==> src/rtl/mips_pkg.sv <==
// Shared definitions for the MIPS pipeline control blocks.
package mips_pkg;

  localparam int unsigned REG_ADDR_WIDTH = 5;

  typedef enum logic [2:0] {
    RUN    = 3'd0,
    STALL  = 3'd1,
    FLUSH  = 3'd2,
    DRAIN  = 3'd3,
    HALTED = 3'd4
  } state_e;

endpackage

==> src/rtl/sat_counter.sv <==
// Event counter that sticks at all-ones instead of wrapping.
module sat_counter #(
  parameter int unsigned CNT_WIDTH = 16
) (
  input  logic                 i_clk,
  input  logic                 i_reset,
  input  logic                 i_inc,
  output logic [CNT_WIDTH-1:0] o_count
);

  logic [CNT_WIDTH-1:0] count_q, count_d;

  always_comb begin
    count_d = count_q;
    if (i_inc && (count_q != '1)) count_d = count_q + CNT_WIDTH'(1);
  end

  always_ff @(posedge i_clk) begin
    if (i_reset) count_q <= '0;
    else         count_q <= count_d;
  end

  assign o_count = count_q;

endmodule

==> src/rtl/hazard_flush_ctrl.sv <==
// Pipeline sequencing: load-use stalls, taken-branch flushes and HALT drain,
// with saturating stall/flush event counters for the debug unit.
module hazard_flush_ctrl
  import mips_pkg::*;
#(
  parameter int unsigned REG_ADDR_WIDTH     = mips_pkg::REG_ADDR_WIDTH,
  parameter int unsigned LOAD_USE_STALLS    = 1,
  parameter int unsigned BRANCH_FLUSH_SLOTS = 1,
  parameter int unsigned DRAIN_CYCLES       = 4,
  parameter int unsigned CNT_WIDTH          = 16
) (
  input  logic                      i_clk,
  input  logic                      i_reset,
  input  logic [REG_ADDR_WIDTH-1:0] i_id_rs,
  input  logic [REG_ADDR_WIDTH-1:0] i_id_rt,
  input  logic                      i_id_uses_rt,
  input  logic [REG_ADDR_WIDTH-1:0] i_ex_rt,
  input  logic                      i_ex_memread,
  input  logic                      i_branch_taken,
  input  logic                      i_halt_id,
  input  logic                      i_resume,
  output logic                      o_pc_write,
  output logic                      o_ifid_write,
  output logic                      o_nop_select,
  output logic                      o_idex_bubble,
  output logic                      o_halted,
  output logic [CNT_WIDTH-1:0]      o_stall_count,
  output logic [CNT_WIDTH-1:0]      o_flush_count
);

  localparam int unsigned MAX_LF  = (LOAD_USE_STALLS > BRANCH_FLUSH_SLOTS) ?
                                    LOAD_USE_STALLS : BRANCH_FLUSH_SLOTS;
  localparam int unsigned SEQ_MAX = (MAX_LF > DRAIN_CYCLES) ? MAX_LF : DRAIN_CYCLES;
  localparam int unsigned SEQ_W   = $clog2(SEQ_MAX + 1);

  localparam logic [SEQ_W-1:0] STALL_LOAD = SEQ_W'(LOAD_USE_STALLS - 1);
  localparam logic [SEQ_W-1:0] FLUSH_LOAD = SEQ_W'(BRANCH_FLUSH_SLOTS - 1);
  localparam logic [SEQ_W-1:0] DRAIN_LOAD = SEQ_W'(DRAIN_CYCLES - 1);

  state_e           state_q, state_d;
  logic [SEQ_W-1:0] seq_q, seq_d;
  logic             lu_c;
  logic             stall_inc, flush_inc;

  assign lu_c = i_ex_memread && (i_ex_rt != '0) &&
                ((i_ex_rt == i_id_rs) || (i_id_uses_rt && (i_ex_rt == i_id_rt)));

  // Next state and zero-latency pipeline controls.
  always_comb begin
    state_d       = state_q;
    seq_d         = seq_q;
    o_pc_write    = 1'b0;
    o_ifid_write  = 1'b0;
    o_nop_select  = 1'b0;
    o_idex_bubble = 1'b0;
    o_halted      = 1'b0;
    stall_inc     = 1'b0;
    flush_inc     = 1'b0;

    case (state_q)
      RUN: begin
        if (lu_c) begin
          o_idex_bubble = 1'b1;
          stall_inc     = 1'b1;
          if (LOAD_USE_STALLS > 1) begin
            state_d = STALL;
            seq_d   = STALL_LOAD;
          end
        end else if (i_branch_taken) begin
          o_pc_write   = 1'b1;
          o_ifid_write = 1'b1;
          o_nop_select = 1'b1;
          flush_inc    = 1'b1;
          if (BRANCH_FLUSH_SLOTS > 1) begin
            state_d = FLUSH;
            seq_d   = FLUSH_LOAD;
          end
        end else if (i_halt_id) begin
          o_nop_select = 1'b1;
          state_d      = (DRAIN_CYCLES > 1) ? DRAIN : HALTED;
          seq_d        = DRAIN_LOAD;
        end else begin
          o_pc_write   = 1'b1;
          o_ifid_write = 1'b1;
        end
      end
      STALL: begin
        o_idex_bubble = 1'b1;
        stall_inc     = 1'b1;
        seq_d         = seq_q - SEQ_W'(1);
        if (seq_q <= SEQ_W'(1)) state_d = RUN;
      end
      FLUSH: begin
        o_pc_write   = 1'b1;
        o_ifid_write = 1'b1;
        o_nop_select = 1'b1;
        flush_inc    = 1'b1;
        seq_d        = seq_q - SEQ_W'(1);
        if (seq_q <= SEQ_W'(1)) state_d = RUN;
      end
      DRAIN: begin
        o_nop_select  = 1'b1;
        o_idex_bubble = 1'b1;
        seq_d         = seq_q - SEQ_W'(1);
        if (seq_q <= SEQ_W'(1)) state_d = HALTED;
      end
      HALTED: begin
        o_halted      = 1'b1;
        o_nop_select  = 1'b1;
        o_idex_bubble = 1'b1;
        if (i_resume) state_d = RUN;
      end
      default: state_d = RUN;
    endcase

    // Reset squashes everything in flight during the reset cycle itself.
    if (i_reset) begin
      o_pc_write    = 1'b0;
      o_ifid_write  = 1'b0;
      o_nop_select  = 1'b1;
      o_idex_bubble = 1'b1;
      o_halted      = 1'b0;
      stall_inc     = 1'b0;
      flush_inc     = 1'b0;
      state_d       = RUN;
      seq_d         = '0;
    end
  end

  always_ff @(posedge i_clk) begin
    if (i_reset) begin
      state_q <= RUN;
      seq_q   <= '0;
    end else begin
      state_q <= state_d;
      seq_q   <= seq_d;
    end
  end

  sat_counter #(.CNT_WIDTH(CNT_WIDTH)) u_stall_cnt (
    .i_clk   (i_clk),
    .i_reset (i_reset),
    .i_inc   (stall_inc),
    .o_count (o_stall_count)
  );

  sat_counter #(.CNT_WIDTH(CNT_WIDTH)) u_flush_cnt (
    .i_clk   (i_clk),
    .i_reset (i_reset),
    .i_inc   (flush_inc),
    .o_count (o_flush_count)
  );

endmodule

==> config.mk <==
export PLATFORM = sky130hd
export DESIGN_NAME = hazard_flush_ctrl
export DESIGN_NICKNAME = d
export VERILOG_FILES = /design/src/rtl/mips_pkg.sv /design/src/rtl/sat_counter.sv /design/src/rtl/hazard_flush_ctrl.sv
export SDC_FILE = /design/constraint.sdc
export NUM_CORES = 1
export LEC_CHECK = 0
export CAP_MARGIN = 30
export CORE_MARGIN = 1
export CORE_UTILIZATION = 44
export CTS_CLUSTER_SIZE = 12
export DETAILED_ROUTE_END_ITERATION = 16
export PLACE_DENSITY = 0.73
export SLEW_MARGIN = 0
export SYNTH_ARGS = -nofsm -noshare
export SYNTH_HDL_FRONTEND = slang
export SYNTH_SLANG_ARGS = --single-unit
==> constraint.sdc <==
create_clock -name i_clk -period 2.3 [get_ports i_clk]
set_clock_uncertainty 0.1 [all_clocks]
set_input_delay 0.23 -clock i_clk [delete_from_list [all_inputs] [get_ports i_clk]]
set_output_delay 0.23 -clock i_clk [all_outputs]
set_load 0.01 [all_outputs]
---- Word-level counts from Yosys, hierarchy flattened ----
Index checks and enable logic that the tools add are counted.
cells by class
  multiplexer cells ....................... 29
  $add $sub $neg .......................... 3
  equality and inequality tests ........... 14
  magnitude comparators ................... 1
  reductions and logical operators ........ 15
operator list
  operator                                                        count
  adder 16 x 1 -> 16 bit, second input constant                   2
  != test 16 bit, second input constant                           2
  two-way mux 3 bit                                               6
  two-way mux 1 bit                                               16
  one-hot mux 3 bit (4 select lines)                              1
  equality test 5 bit                                             2
  != test 2 bit, second input constant                            5
  one-hot mux 1 bit (2 select lines)                              5
  OR reduction 3 bit                                              3
  equality test 3 x 2 -> 1 bit, second input constant             2
  one-hot mux 3 bit (2 select lines)                              1
  AND reduction 6 bit                                             1
  logical AND 1 bit                                               5
  nonzero test 5 bit                                              1
  AND reduction 4 bit                                             1
  equality test 3 x 1 -> 1 bit, second input constant             1
  equality test 3 bit, second input constant                      1
  less-or-equal comparator 3 x 1 -> 1 bit, second input constant  1
  zero test 3 bit                                                 1
  subtractor 3 x 1 -> 3 bit, second input constant                1
  != test 2 x 1 -> 1 bit, second input constant                   1
  nonzero test 2 bit                                              1
  OR reduction 2 bit                                              1
  logical OR 1 bit                                                1
word-level totals
  flip-flop bits (word level) ............. 38
  output and inout port bits .............. 37
  input port bits ......................... 22
  word-level logic and storage cells ...... 66

---- Logic depth before layout (Yosys ltp) ----
  depth after elaboration ................. 8
  gate-level depth with buffers ........... 10
  mapped depth without buffers ............ 8

---- By module ----
A second synthesis with hierarchy kept.
unflattened totals
  cell total of the unflattened synthesis .. 278
  area total of the unflattened synthesis .. 2317.2 um^2
by module, submodules not included
  module             cells an instance  instances  area each (um^2)  sequential area each (um^2)
  sat_counter        99                 2          848.3             320.3
  hazard_flush_ctrl  80                 1          620.6             100.1

---- Worst setup path after synthesis ----
No wires, ideal clock.
  path type ............................... reg2reg
  start point ............................. reg u_flush_cnt.count_q[0], in the netlist u_flush_cnt.o_count[0]
  end point ............................... reg u_flush_cnt.count_q[1], in the netlist u_flush_cnt.o_count[1]
  stages on the path, launching flop included .. 10
  period minus slack after synthesis ...... 2252 ps
  arrival time ............................ 2024 ps
  setup time .............................. 128 ps
  setup slack ............................. 48 ps
  buffers on the path ..................... 2
  required time ........................... 2072 ps
  path through ............................ dfxtp_1 ha_1 nand2_1 nor3_1 a31oi_1 o21ai_1 buf_2 buf_2 mux2i_1 nor2_1
between the ends
  cells in the longest elaborated chain, start to end .. 2
  elaborated cells between the ends (all ways) .. 3
  those cells by class .................... add/sub: 1; eq/ne: 1; reduce/logical: 1
ends and longest elaborated chain
  element                                                                         RTL line           source
  start: declaration                                                              sat_counter.sv:11  logic [CNT_WIDTH-1:0] count_q, count_d;
  start signal: assignment                                                        sat_counter.sv:20  else count_q <= count_d;
  parallel branches: the longest is 2 deep, another holds adder 16 x 1 -> 16 bit  --
Several ways; the timed one is not identified.
A chain may end at the register's enable or synchronous reset.

---- Worst setup path in the final report ----
  start point ............................. in i_id_rt[4]
  end point ............................... reg u_stall_cnt.count_q[8], in the netlist u_stall_cnt.o_count[8]
between the ends
  cells in the longest elaborated chain, start to end .. 8
ends and longest elaborated chain
  element                             RTL line                  source
  start: declaration                  hazard_flush_ctrl.sv:15   input logic [REG_ADDR_WIDTH-1:0] i_id_rt,
  equality test 5 bit                 hazard_flush_ctrl.sv:46   ((i_ex_rt == i_id_rs) || (i_id_uses_rt && (i_ex_rt == i_id_rt)));
  logical AND 1 bit                   hazard_flush_ctrl.sv:46
  logical OR 1 bit                    hazard_flush_ctrl.sv:46
  logical AND 1 bit                   hazard_flush_ctrl.sv:45   assign lu_c = i_ex_memread && (i_ex_rt != '0) &&
  two-way mux 1 bit                   hazard_flush_ctrl.sv:62   if (lu_c) begin
  one-hot mux 1 bit (2 select lines)  hazard_flush_ctrl.sv:60   case (state_q)
  two-way mux 1 bit                   hazard_flush_ctrl.sv:117  if (i_reset) begin
  logical AND 1 bit                   sat_counter.sv:15         if (i_inc && (count_q != '1)) count_d = count_q + CNT_WIDTH'(1);
  end signal: assignment              sat_counter.sv:20
  end: declaration                    sat_counter.sv:11
No other way between the ends.

==> results by group <==
Floorplan
  • Rows: 25
  • Die span in y: 73.3 microns
  • Core ar.: 0.00482 sq mm
  • Die area: 0.00538 sq mm
  • Top Ports: 59
  • Initial Util: 46.5%
  • Die X: between 70 and 80 microns

STA
  • FMAX: 0.444 GHz
  • Hold Violations, Final: 0
  • Slew margin rel.: 59.1%
  • Worst hold slack: 398 ps
  • Worst-margin pin slew: 608 ps
  • Final WS setup: between 40 and 50 ps
  • Tcrit/Tclk final: 98.0%
  • Slew Limit Fails: 0
  • Post-layout min period: 2250 ps
  • Final setup vio count: 0

CTS
  • Root buffer cell: clkbuf_8
  • Clock transition at the registers of the reported paths: 80 ps
  • CTS tree: yes
  • Htree depth: 2
  • Clock buffer depth: 2
  • Skew-Pair Late Insertion Delay: 290 ps
  • Clk sinks: 37
  • CTS Buf Count: 5

Placement
  • HPWL after detailed placement: between 4 and 5 mm
  • Port buffer count: just under 60
  • DP Worst Slack: -393 ps
  • Routability cong.: 0.807
  • Placed instance area: 0.00304 sq mm

Detailed routing
  • Antenna-violating nets left: 0
  • Post-route DRC: 0
  • TritonRoute pass-1 iters: 4
  • 1st-iter DRT viols: 92
  • DR vias: between 2k and 2.5k
  • Routed WL per cell: 13.5 microns
  • Vias/cell: about 5.4
  • WL final: around 5.9 mm

Synth
  • Main synth FF type: dfxtp_1
  • Synth Cell Area: 0.00224 sq mm
  • Flop and latch count out of synthesis: 37
  • Mapped Cells: 282
  • Synthesized net count: 312
  • Syn_area_per_cell: 7.94 sq um
  • Register area share after synthesis: approximately a third
  • Fraction of registers with async set or reset after synthesis: 0%
  • Warnings from Yosys: 0
  • Synth cell types: 45
  • Number of synthesized flops with an enable pin: 0

Global routing
  • Antenna violations before repair: 0
  • First-pass GRT wire length: 9.39 mm
  • GRT overflow: 0
  • Largest net degree at the start of global routing: 27
  • GRT Util Overall: 22.3%
  • Vias in the first global route: 2164

Setup path
  • CP bufs+invs: 3
  • Crit path largest cell delay: 510 ps
  • CP Class: input pin to register
  • CP arrival: 2390 ps
  • Crit-path max FO: 7
  • Critical path, cell by cell: clkdlybuf4s50_1 -> xor2_1 -> nor4_1 -> a32oi_1 -> or2_1 -> buf_6 -> buf_4 -> or4_4 -> a21oi_2
  • CP Capture Type: register
  • Setup crit start kind: input pin
  • Critical Path RT: ~2400 ps
  • Top delay family on crit path: simple AND/OR/NAND/NOR gates
  • Slowest CP cell: or4_4

Power and ir drop
  • Cell Pwr Density: 623 mW/mm^2
  • Lkg Pwr: between 1 and 1.5 nW
  • Worst vdd ir: 414 uV

Worst hold path
  • HP Class: register to register

Final layout
  • Layout Area Growth over Synthesis: 50.8%
  • Nets: 396
  • Layout fillers: 422
  • Design area: roughly 0.0034 sq mm
  • ANT cells: 0
  • Layout cells sized above 1: 23.4%

Status
  • Status: completed

Run
  • MaxCap Viol Count: 0
-- cell families after synthesis --
kind of cell    share of synthesized area, %
mux                                     4.42
simple gates                            30.3
buf+inv                                 5.09
fa+ha+maj                               4.47
flops                                   33.1
xor+xnor                                4.30
compound gates                          18.3
-- flip-flops by register name, indices dropped and copies added, names as in the netlist --
| signal | flops |
|---|---|
| u_flush_cnt.o_count | 16 |
| u_stall_cnt.o_count | 16 |
| seq_q | 3 |
| state_q | 2 |
-- final cells by class --
type                    count  area, sq um  share of cell area (%)
well taps                  67         83.8                    2.48
clock buffers               5         68.8                    2.04
clock inverters             3         68.8                    2.04
multi-input cells         219         1510                    44.8
inverters                  10         37.5                    1.11
repair buffers             93          861                    25.5
flip-flops and latches     37          743                    22.0
-- worst reg2reg max path: stages (launching register included) --
cell     delay (ps)
dfxtp_2         370
and3_1          210
and3_1          210
and2_1          190
or4b_2          610
or3_1           320
a21oi_1         140
-- stage by stage --
stage	TNS [ps]	util, %	power, mW	std cells
6_report	0	70.1	2.10	434
5_1_grt	-31.7	70.1	2.22	434
4_1_cts	-15.6	66.6	2.09	432
3_5_place_dp	-9840	63.2	1.41	420
3_3_place_gp	-8410	63.2	1.39	420
2_1_floorplan	0	-	1.14	282
-- where the power goes --
part	internal, mW	total, mW	leakage [nW]	switching, mW
Clock	0.437	0.691	0.0687	0.254
Combinational	0.320	0.699	0.843	0.379
Sequential	0.680	0.713	0.300	0.0329
Total	1.44	2.10	1.21	0.667
-- timing repair --
action,4_1_cts,5_1_grt
buffers inserted,4,1
hold buffers,0,0
gates resized for setup,23,35
cloned,0,1
endpoints found under the setup margin,16,31
pin swaps,5,7
-- cells in the final DEF, fill, tap and decap left out, drive strengths merged, types with 11 or more instances in the layout --
master	netlist	routed
inv	10	11
buf	6	38
dfxtp	37	37
o21ai	16	16
nand2	19	19
o31ai	11	11
nand3	19	19
clkdlybuf4s50	0	48
nor2	17	17
a21oi	24	24
-- Yosys cell counts (3+ instances only) --
master / count / share of area (%)
dfxtp_1: 37 / 33
a21oi_1: 24 / 5.4
nand2_1: 19 / 3.2
nand3_1: 19 / 4.2
nor2_1: 17 / 2.9
o21ai_0: 14 / 3.1
o31ai_1: 11 / 3.7
clkbuf_1: 10 / 1.7
inv_1: 10 / 1.7
or3_1: 10 / 2.8
or4_1: 10 / 3.4
xor2_1: 10 / 3.9
nor2b_1: 9 / 2.5
ha_1: 8 / 4.5
and3_1: 7 / 2.0
mux2_2: 7 / 3.5
nor3_1: 7 / 1.6
nor4_1: 7 / 2.0
nand2b_1: 6 / 1.7
buf_2: 4 / 0.89
nand4_1: 4 / 1.1
a31oi_1: 3 / 0.84
-- path summary, 6_finish.rpt --
check,startpoint,end,slack (ps),depth (start not counted)
max reg2reg,u_stall_cnt.o_count[3]$_SDFFE_PP0P_,u_stall_cnt.o_count[9]$_SDFFE_PP0P_,80,6
max,i_id_rt[4],u_stall_cnt.o_count[8]$_SDFFE_PP0P_,50,9
min reg2reg,u_stall_cnt.o_count[4]$_SDFFE_PP0P_,u_stall_cnt.o_count[4]$_SDFFE_PP0P_,400,2
min,u_stall_cnt.o_count[4]$_SDFFE_PP0P_,u_stall_cnt.o_count[4]$_SDFFE_PP0P_,400,2
-- per-layer routing --
layer  up-vias  share of wire [%]  GRT usage (%)
met5         -                  0              0
met4         0                1.3           5.77
met3         8                4.3           5.08
met2        66                 49           39.4
met1      1083                 46           27.2
li1       1200                  -              -
Power figures use the tool's default switching activity.
